===== src/rtl/mem_stage_ctrl_pkg.sv =====
// Shared definitions for the MEM-stage access controller: FSM encoding,
// default data-segment base and the fill word returned on a timed-out load.
package mem_stage_ctrl_pkg;

  typedef enum logic [1:0] {
    ST_IDLE   = 2'd0,
    ST_ACCESS = 2'd1,
    ST_DONE   = 2'd2
  } state_t;

  localparam logic [31:0] DATA_BASE_DEFAULT = 32'd1024;
  localparam logic [31:0] TIMEOUT_FILL      = 32'hDEAD_BEEF;

endpackage


===== src/rtl/mem_stage_ctrl.sv =====
// MEM-stage data-memory controller: runs req/ack loads/stores and freezes the pipe until done.
// Optional MEM_STAGE_TIMEOUT_EN adds an ack-wait timeout with a sticky mem_err flag.
module mem_stage_ctrl
  import mem_stage_ctrl_pkg::*;
#(
  parameter int          ADDR_W    = 16,
  parameter logic [31:0] DATA_BASE = DATA_BASE_DEFAULT,
  parameter int          TIMEOUT   = 255
) (
  input  logic              clk,
  input  logic              rst,
  input  logic              WB_en_in,
  input  logic              MEM_R_en_in,
  input  logic              MEM_W_en_in,
  input  logic [31:0]       ALU_result_in,
  input  logic [31:0]       ST_val_in,
  input  logic [4:0]        Dest_in,
  output logic              WB_en,
  output logic              MEM_R_en,
  output logic [31:0]       ALU_result,
  output logic [31:0]       Mem_read_value,
  output logic [4:0]        Dest,
  output logic              freeze,
  output logic              mem_req,
  output logic              mem_we,
  output logic [ADDR_W-1:0] mem_addr,
  output logic [31:0]       mem_wdata,
  input  logic [31:0]       mem_rdata,
  input  logic              mem_ack,
  output logic              mem_err
);

  state_t      state_reg;
  logic [31:0] rdata_reg;
  logic [31:0] byte_off;
  logic        mem_op;
  logic        timeout_hit;

  assign mem_op   = MEM_R_en_in | MEM_W_en_in;
  assign byte_off = ALU_result_in - DATA_BASE;

  assign WB_en          = WB_en_in;
  assign MEM_R_en       = MEM_R_en_in;
  assign ALU_result     = ALU_result_in;
  assign Dest           = Dest_in;
  assign Mem_read_value = rdata_reg;

  // Freeze rises combinationally in the detect cycle so upstream never advances past the op.
  assign freeze = rst & (((state_reg == ST_IDLE) & mem_op) | (state_reg == ST_ACCESS));

`ifdef MEM_STAGE_TIMEOUT_EN
  localparam int CNT_W = (TIMEOUT > 255) ? $clog2(TIMEOUT + 1) : 8;

  logic [CNT_W-1:0] wait_cnt_reg;
  logic             err_reg;

  assign timeout_hit = (state_reg == ST_ACCESS) && !mem_ack &&
                       (wait_cnt_reg == CNT_W'(TIMEOUT - 1));
  assign mem_err     = err_reg;

  always_ff @(posedge clk) begin
    if (!rst) begin
      wait_cnt_reg <= '0;
      err_reg      <= 1'b0;
    end else begin
      if (state_reg == ST_ACCESS) wait_cnt_reg <= wait_cnt_reg + 1'b1;
      else                        wait_cnt_reg <= '0;
      if (timeout_hit) err_reg <= 1'b1;
    end
  end
`else
  logic timeout_unused;
  assign timeout_unused = |TIMEOUT;
  assign timeout_hit    = 1'b0;
  assign mem_err        = 1'b0;
`endif

  always_ff @(posedge clk) begin
    if (!rst) begin
      state_reg <= ST_IDLE;
      mem_req   <= 1'b0;
      mem_we    <= 1'b0;
      mem_addr  <= '0;
      mem_wdata <= '0;
      rdata_reg <= '0;
    end else begin
      case (state_reg)
        ST_IDLE: begin
          if (mem_op) begin
            state_reg <= ST_ACCESS;
            mem_req   <= 1'b1;
            mem_we    <= MEM_W_en_in;
            mem_addr  <= ADDR_W'(byte_off >> 2);
            mem_wdata <= ST_val_in;
          end
        end
        ST_ACCESS: begin
          if (mem_ack) begin
            state_reg <= ST_DONE;
            mem_req   <= 1'b0;
            if (!mem_we) rdata_reg <= mem_rdata;
          end else if (timeout_hit) begin
            state_reg <= ST_DONE;
            mem_req   <= 1'b0;
            if (!mem_we) rdata_reg <= TIMEOUT_FILL;
          end
        end
        // The instruction is still on the inputs here; skip it so it is not issued twice.
        ST_DONE:  state_reg <= ST_IDLE;
        default:  state_reg <= ST_IDLE;
      endcase
    end
  end

endmodule

===== config.mk =====
export PLATFORM = sky130hd
export DESIGN_NAME = mem_stage_ctrl
export DESIGN_NICKNAME = d
export VERILOG_FILES = /design/src/rtl/mem_stage_ctrl_pkg.sv /design/src/rtl/mem_stage_ctrl.sv
export SDC_FILE = /design/constraint.sdc
export NUM_CORES = 1
export LEC_CHECK = 0
export ABC_AREA = 1
export CORE_UTILIZATION = 36
export DETAILED_ROUTE_END_ITERATION = 7
export PLACE_DENSITY = 0.82
export SETUP_SLACK_MARGIN = 0.05
export SYNTH_ARGS = -nofsm -noshare
export SYNTH_HDL_FRONTEND = slang
export SYNTH_SLANG_ARGS = --single-unit

===== constraint.sdc =====
create_clock -name clk -period 1.95 [get_ports clk]
set_clock_uncertainty 0.05 [all_clocks]
set_input_delay 0.39 -clock clk [delete_from_list [all_inputs] [get_ports clk]]
set_output_delay 0.39 -clock clk [all_outputs]
set_load 0.02 [all_outputs]

==> impl_summary.md, run 1 <==
Critical path
STA classifies the critical path startpoint as a flop. In this run the worst path has a maximum fanout of 3. In this run the worst setup path begins at mem_we$_SDFFE_PN0P_.

The signal on the critical path passes through clkdlybuf4s50_1. For this run, the slowest stage of the critical path takes 0.64 ns. At the worst endpoint, the required time is 1.51 ns. The cell type group with the largest total delay on the critical path is buffers and inverters.

The critical path is of the reg2out type. STA classifies the critical path endpoint as an output port. The worst path arrival time is 1.33 ns. The source of the worst register-to-register timing path is state_reg[1]$_SDFFE_PN0P_. For this design, the slowest cell found on the critical path is sky130_fd_sc_hd__clkdlybuf4s50_1. Together, buffers and inverters on the worst path number 1.

Yosys
The flip-flop cell with the highest count after synthesis is sky130_fd_sc_hd__dfxtp_1. The average cell area after synthesis is 7.62 um^2. The share of synthesized cell area in full adder, half adder and majority cells is 0.00371. The netlist uses 24 different library cells. Of the total synthesized cell area, the portion taken by XOR and XNOR cells is 0.

The sequential-to-total area share from yosys stat is 0.498. The simple-gate portion of the synthesized area is 0.216. The synthesized design contains 0 enable-type register cells. The share of synthesized area in the top cell type comes to 0.498. The cell area that synthesis handed to floorplanning was 0.00338 mm^2. The mux share of post-synthesis cell area is 0. The biggest area contributor in the post-synthesis netlist is sky130_fd_sc_hd__dfxtp_1. The post-synthesis net count is 551. The combinational family with the most area after synthesis is simple AND/OR/NAND/NOR gates.

The fraction of the mapped netlist area in compound gates is 0.133. The Yosys warning count is 0. In the synthesized netlist, the number of instances is 443. After synthesis, the share of flip-flops with an asynchronous set or reset is 0. After synthesis the netlist holds a flip-flop and latch count of 84.

After synthesis, the cell types taking the most area are sky130_fd_sc_hd__dfxtp_1 50%, sky130_fd_sc_hd__nor2_1 18%, sky130_fd_sc_hd__o21ai_0 11%.

Route
For this block, the routed nets add up to 9410 um of wire. The detail route stage leaves a number of antenna-violating nets equal to 0. The via density per instance is 4.74.

The average wire per cell in the routed design is 13.3 um. Detailed routing inserted a total of 3344 vias. The number of remaining DRC errors is 0.

The DRC violation total after the first TritonRoute iteration is 61. The number of iterations in the first detailed-routing pass is 4.

Layout
The library cell used most frequently in the layout, excluding fill and tap cells, is sky130_fd_sc_hd__clkdlybuf4s50_1. In the final layout, the multi-input gates occupy 0.00121 mm^2. From synthesis to final layout, the design area changed by 56.6%. Once layout is complete, the utilization of the core stands at 0.594. The antenna diode count is 0.

The net count of the finished layout is 701. Leaving out fill and tap cells, the most frequent cells in the layout are 163 x sky130_fd_sc_hd__clkdlybuf4s50_1, 159 x sky130_fd_sc_hd__nor2_1, 84 x sky130_fd_sc_hd__dfxtp_1. Of the cells placed in the final design, the portion with a size suffix greater than 1 is 0.0803.

Fill cells in the final layout number 814. Summing all flip-flop and latch instances after layout gives 0.00168 mm^2.

Clock network
The number of buffers on the longest clock path is 2. The clock tree from TritonCTS is done. The tree built by TritonCTS fans out to 84 sinks. The library cell used as clock root buffer is sky130_fd_sc_hd__clkbuf_8. The later-pin clock latency in the skew report is 0.34 ns. Clock-pin slew was measured on the worst setup and hold paths at 0.08 ns. The H-tree was split into 3 levels. Once the clock tree was built, the setup fixing pass inserted 0 buffers.

The number of clock buffers added by TritonCTS is 9. The total of hold buffers inserted after clock tree synthesis is 0.

Min path
The worst hold path class is in2reg. The startpoint of the tightest hold check path is MEM_W_en_in.

Timing
The number of failing hold endpoints at the final stage was 0. The max-slew violation count is 0. Dividing the final minimum period by the clock period gives 0.906. The achievable frequency is 0.566 GHz. In this run the tightest slew margin relative to its limit is 0.576.

On the final layout, the worst hold slack is 0.387 ns. Setup violations remaining at the end of the flow were counted as 0. The measured slew at the worst slew-check pin is 0.636 ns. Setup repair after global routing left no endpoint under its margin.

The setup slack of the critical path after layout is 0.183 ns. The post-route minimum period is 1.77 ns.

Status
The run finished with clean final reports.

Floorplanning
Measured along the x axis, the die boundary spans 98.8 um. The floorplan has 34 rows. The top-level port count is 230. The die is 98.8 um tall.

The die covers 0.00977 mm^2. The initial utilization of the core area, before any placement, comes to 0.380. After floorplanning, the core was sized to cover 0.00889 mm^2.

Pwr
The worst vdd rail ir drop is 0.407 mV. For this design the ratio of total power to cell area is 838 mW/mm^2. Summed over all cells, the static leakage comes to 0.00220 uW.

Global route
The global-route wire length before repair is 15300 um. Entering global routing, the biggest net connects 80 pins. The global router's overall resource usage is 0.196. The via count of the first global-routing pass is 3239. The number of antenna violations at the first check in global routing came to 0. After global routing the overflow that remains totals 0.

Job
The count of max-cap constraint violations is 0.

Placement
In this run the tool buffered the top-level ports with 184 buffer cells. Timing analysis after detailed placement gives a worst setup slack of -0.432 ns. The routability-driven placement congestion ratio is 0.830. The post-DP HPWL is 6930 um.
worst paths after layout:
kind,to,slack [ns],cells after the start
max,mem_we,0.18,1
min,mem_we$_SDFFE_PN0P_,0.39,4
max reg2reg,mem_addr[12]$_SDFFE_PN0P_,0.42,6
min reg2reg,mem_wdata[23]$_SDFFE_PN0P_,0.44,2
through the flow:
stage	setup TNS (ns)	instances	area, um^2	total power, uW
floorplan	0	443	3380	2670
global placement	-1.05	690	5090	3180
detailed placement	-2.99	690	5090	3210
CTS	0	706	5270	4480
global route	0	706	5290	4680
finish	0	706	5290	4430
synth_stat cells (3+ instances only):
| master | instances |
|---|---|
| sky130_fd_sc_hd__buf_4 | 43 |
| sky130_fd_sc_hd__clkbuf_1 | 12 |
| sky130_fd_sc_hd__inv_2 | 3 |
| sky130_fd_sc_hd__buf_6 | 3 |
| sky130_fd_sc_hd__dfxtp_1 | 84 |
| sky130_fd_sc_hd__nor2_1 | 159 |
| sky130_fd_sc_hd__nand2_1 | 14 |
| sky130_fd_sc_hd__nand3_1 | 6 |
| sky130_fd_sc_hd__a21oi_1 | 9 |
| sky130_fd_sc_hd__o21ai_0 | 76 |
| sky130_fd_sc_hd__inv_1 | 14 |
| sky130_fd_sc_hd__buf_2 | 4 |
| sky130_fd_sc_hd__o21ai_1 | 5 |
power breakdown:
part	total, uW	internal [uW]	switching (uW)
sequential	1960	1880	85.2
combinational	1190	581	608
clock	1270	664	610
total	4430	3130	1300
per-layer routing:
layer / up-vias / wire length, um / global-route usage
met5: - / 0 / 0
li1: 1656 / - / -
met2: 154 / 4590 / 0.337
met4: 0 / 248 / 0.0873
met1: 1510 / 3710 / 0.219
met3: 24 / 854 / 0.0660
what timing repair did:
action                                  CTS  global route
pin swaps                                 0             4
gates resized for setup                  21             6
endpoints found under the setup margin   18             1
cell type report:
class,count,area share
timing repair buffer,203,0.376
sequential,84,0.318
multi-input combinational,278,0.228
clock buffer,11,0.0286
tap,108,0.0256
inverter,17,0.0121
clock inverter,5,0.0114
kinds of logic after synthesis:
logic type               Yosys count
AND/OR/NAND/NOR                  186
adder cells (fa/ha/maj)            1
flip-flops                        84
buffers and inverters             81
AO/OA/AOI/OAI                     90
other                              1
Power figures use the tool's default switching activity.
==> inputs of run 2 (changes only) <==
PLACE_DENSITY = default   (was 0.82)
PLACE_DENSITY_LB_ADDON = 0.15   (was default)
==> run 2 against run 1 <==
Wire length down 1.5%; largest cell class unchanged; register-to-register slack better by 0.04 ns; global-route usage down 0.31 points; fmax down 3.6%.
==> impl_summary.md, run 2 (synthesis gave the netlist of run 1 again) <==
Clock network
TritonCTS built the clock tree. In this run the number of H-tree levels came out at 3. In this run the deepest clock path goes through 2 buffers. The number of buffers inserted during clock tree synthesis is 9.

The library cell used as clock root buffer is sky130_fd_sc_hd__clkbuf_8. Clock-pin slew was measured on the worst setup and hold paths at 0.07 ns. The later-pin clock latency in the skew report is 0.34 ns. The tree built by TritonCTS fans out to 84 sinks.

Floorplanning
230 I/O pins were placed. The initial utilization of the core area, before any placement, comes to 0.380. The floorplan step set the die height to 98.8 um. After floorplanning, the core was divided into 34 placement rows.

The horizontal die dimension is 98.8 um. The die covers 0.00977 mm^2. The floorplan core area is 0.00889 mm^2.

Route
The via density per instance is 4.59. The routed layout has 3248 vias. For this block, the routed nets add up to 9260 um of wire. The number of iterations in the first detailed-routing pass is 5.

In the final routed layout, each cell accounts on average for 13.1 um. The remaining antenna violation count is 0. The number of remaining DRC errors is 0.

The DRC violation total after the first TritonRoute iteration is 97.

Placement
In this run, placement finished with an instance count of 692. At the placement stage, the worst setup path has a slack of -0.372 ns. The post-DP HPWL is 6650 um.

Buffers placed on the I/O ports in this run total 184. Once placement finished, the instance area stood at 0.00511 mm^2. At the end of routability-driven placement, the weighted congestion stood at 0.773.

Layout
The layout overhead on the synthesized area is 56.6%. The count of placed standard cells in the final layout, fillers left out is 707. Across the whole layout, storage elements account for 0.00168 mm^2. The library cells used most frequently in the layout, excluding fill and tap cells, are 165 x sky130_fd_sc_hd__clkdlybuf4s50_1, 159 x sky130_fd_sc_hd__nor2_1, 84 x sky130_fd_sc_hd__dfxtp_1. The antenna diode count is 0. The finished cells cover 0.00529 mm^2.

The library cell used most frequently in the layout, excluding fill and tap cells, is sky130_fd_sc_hd__clkdlybuf4s50_1. In the final layout, the multi-input gates occupy 0.00121 mm^2. The fill cell instance count of the final layout is 855. The proportion of layout cells with a drive suffix above 1 is 0.0785. At the end of the flow, the number of nets in the layout was 703.

Timing
Headroom to the max-slew limit came out at 0.554. The number of failing setup endpoints in the final timing report is 0. Timing would allow up to 0.545 GHz.

The number of failing hold endpoints at the final stage was 0. Once routing completed, OpenROAD measured the worst setup slack at 0.116 ns. At the pin with the least slew margin, the transition time is 0.669 ns. The max-slew violation count was 0. The share of the cycle needed by the critical path after routing is 0.940.

Setup repair after global routing left no endpoint under its margin. The clock period could shrink to 1.83 ns. The worst slack on hold paths is 0.403 ns.

Critical path
The startpoint kind of the worst setup timing path is an input port. The worst path required time is 1.51 ns. In this run the worst path has a maximum fanout of 2. In this run the register-to-register setup slack is 0.46 ns. The source of the worst register-to-register timing path is state_reg[1]$_SDFFE_PN0P_.

The element type at the critical path end is an output port. Tracing the worst setup path back leads to its startpoint at MEM_R_en_in. The worst register-to-register path has a depth of 6. The worst path arrival time is 1.39 ns. The critical path ends at freeze. The classification of the worst setup path is in2out.

The reg-to-reg critical path endpoint is mem_req$_SDFFE_PN0P_.

Global route
The global route total overflow is 0. Across every metal layer, demand over resource in global routing totals 0.193. The number of antenna violations at the first check in global routing came to 0. The via count of the first global-routing pass is 3075. The global-route wire length before repair is 14700 um.

The largest net degree at the start of global routing is 80.

Job
The count of max-cap constraint violations is 0.

Min path
The worst hold path class is in2reg. The number of cells traversed by the worst hold path is 4.

Pwr
The worst vdd rail ir drop is 0.395 mV. The final total power is 4370 uW. The power density over cell area is 826 mW/mm^2. In this run the static leakage power is 0.00219 uW.

Status
The run finished with clean final reports.
run 2: cell count changes in the layout (fill, tap and decap cells not counted):
cell	delta
sky130_fd_sc_hd__clkdlybuf4s50_1	+2
sky130_fd_sc_hd__clkinv_4	-2
sky130_fd_sc_hd__dlymetal6s2s_1	-2
sky130_fd_sc_hd__buf_12	+1
sky130_fd_sc_hd__buf_4	+1
sky130_fd_sc_hd__clkbuf_1	+1
sky130_fd_sc_hd__clkbuf_8	-1
sky130_fd_sc_hd__clkinv_2	+1
sky130_fd_sc_hd__clkinvlp_4	-1
sky130_fd_sc_hd__inv_1	+1
sky130_fd_sc_hd__inv_2	-1
sky130_fd_sc_hd__inv_6	+1
run 2: per-layer routing:
layer,wire length [um],vias to the layer above,GRT usage
met4,176,0,0.0850
met1,3790,1444,0.222
met3,631,24,0.0362
li1,-,1658,-
met2,4670,122,0.347
met5,0,-,0
run 2: critical path, cell delays in order:
cell and delay, ns:
sky130_fd_sc_hd__clkdlybuf4s50_1 0.47, sky130_fd_sc_hd__inv_1 0.05, sky130_fd_sc_hd__nand2_2 0.07, sky130_fd_sc_hd__nand2_2 0.06, sky130_fd_sc_hd__nor2_4 0.08, sky130_fd_sc_hd__nor2_1 0.04
sky130_fd_sc_hd__nor2_1 0.08, sky130_fd_sc_hd__buf_4 0.14
run 2: power by group:
| group | switching (uW) | leakage (uW) | internal (uW) |
|---|---|---|---|
| sequential | 83.9 | 0.000694 | 1880 |
| combinational | 602 | 0.00140 | 590 |
| clock | 589 | 0.0000996 | 621 |
run 2: worst min path at each step:
| stage | to | start |
|---|---|---|
| 3_3_place_gp | mem_wdata[21]$_SDFFE_PN0P_ | mem_wdata[21]$_SDFFE_PN0P_ |
| 5_1_grt | state_reg[0]$_SDFFE_PN0P_ | rst |
| 6_report | state_reg[0]$_SDFFE_PN0P_ | rst |
| 3_5_place_dp | mem_addr[1]$_SDFFE_PN0P_ | mem_addr[1]$_SDFFE_PN0P_ |
| 4_1_cts | state_reg[0]$_SDFFE_PN0P_ | rst |
| 2_1_floorplan | mem_addr[8]$_SDFFE_PN0P_ | ALU_result_in[10] |
run 2: stage by stage:
| stage | setup TNS, ns | util |
|---|---|---|
| CTS | 0 | 0.594 |
| finish | 0 | 0.595 |
| detailed placement | -2.41 | 0.575 |
| global route | 0 | 0.595 |
| floorplan | 0 | - |
| global placement | -1.19 | 0.575 |
run 2: area by class of cell:
type / instances / area share
Clock buffer: 11 / 0.0267
Clock inverter: 4 / 0.00923
Inverter: 17 / 0.0121
Multi-Input combinational cell: 278 / 0.228
Sequential cell: 84 / 0.318
Tap cell: 108 / 0.0256
Timing Repair Buffer: 205 / 0.380
run 2: timing repair:
item | CTS | global route
setup endpoints to repair | 18 | 2
hold buffers | 0 | 0
gates resized for setup | 21 | 3
setup buffers | 0 | 0
endpoints found under the hold margin | 0 | 0
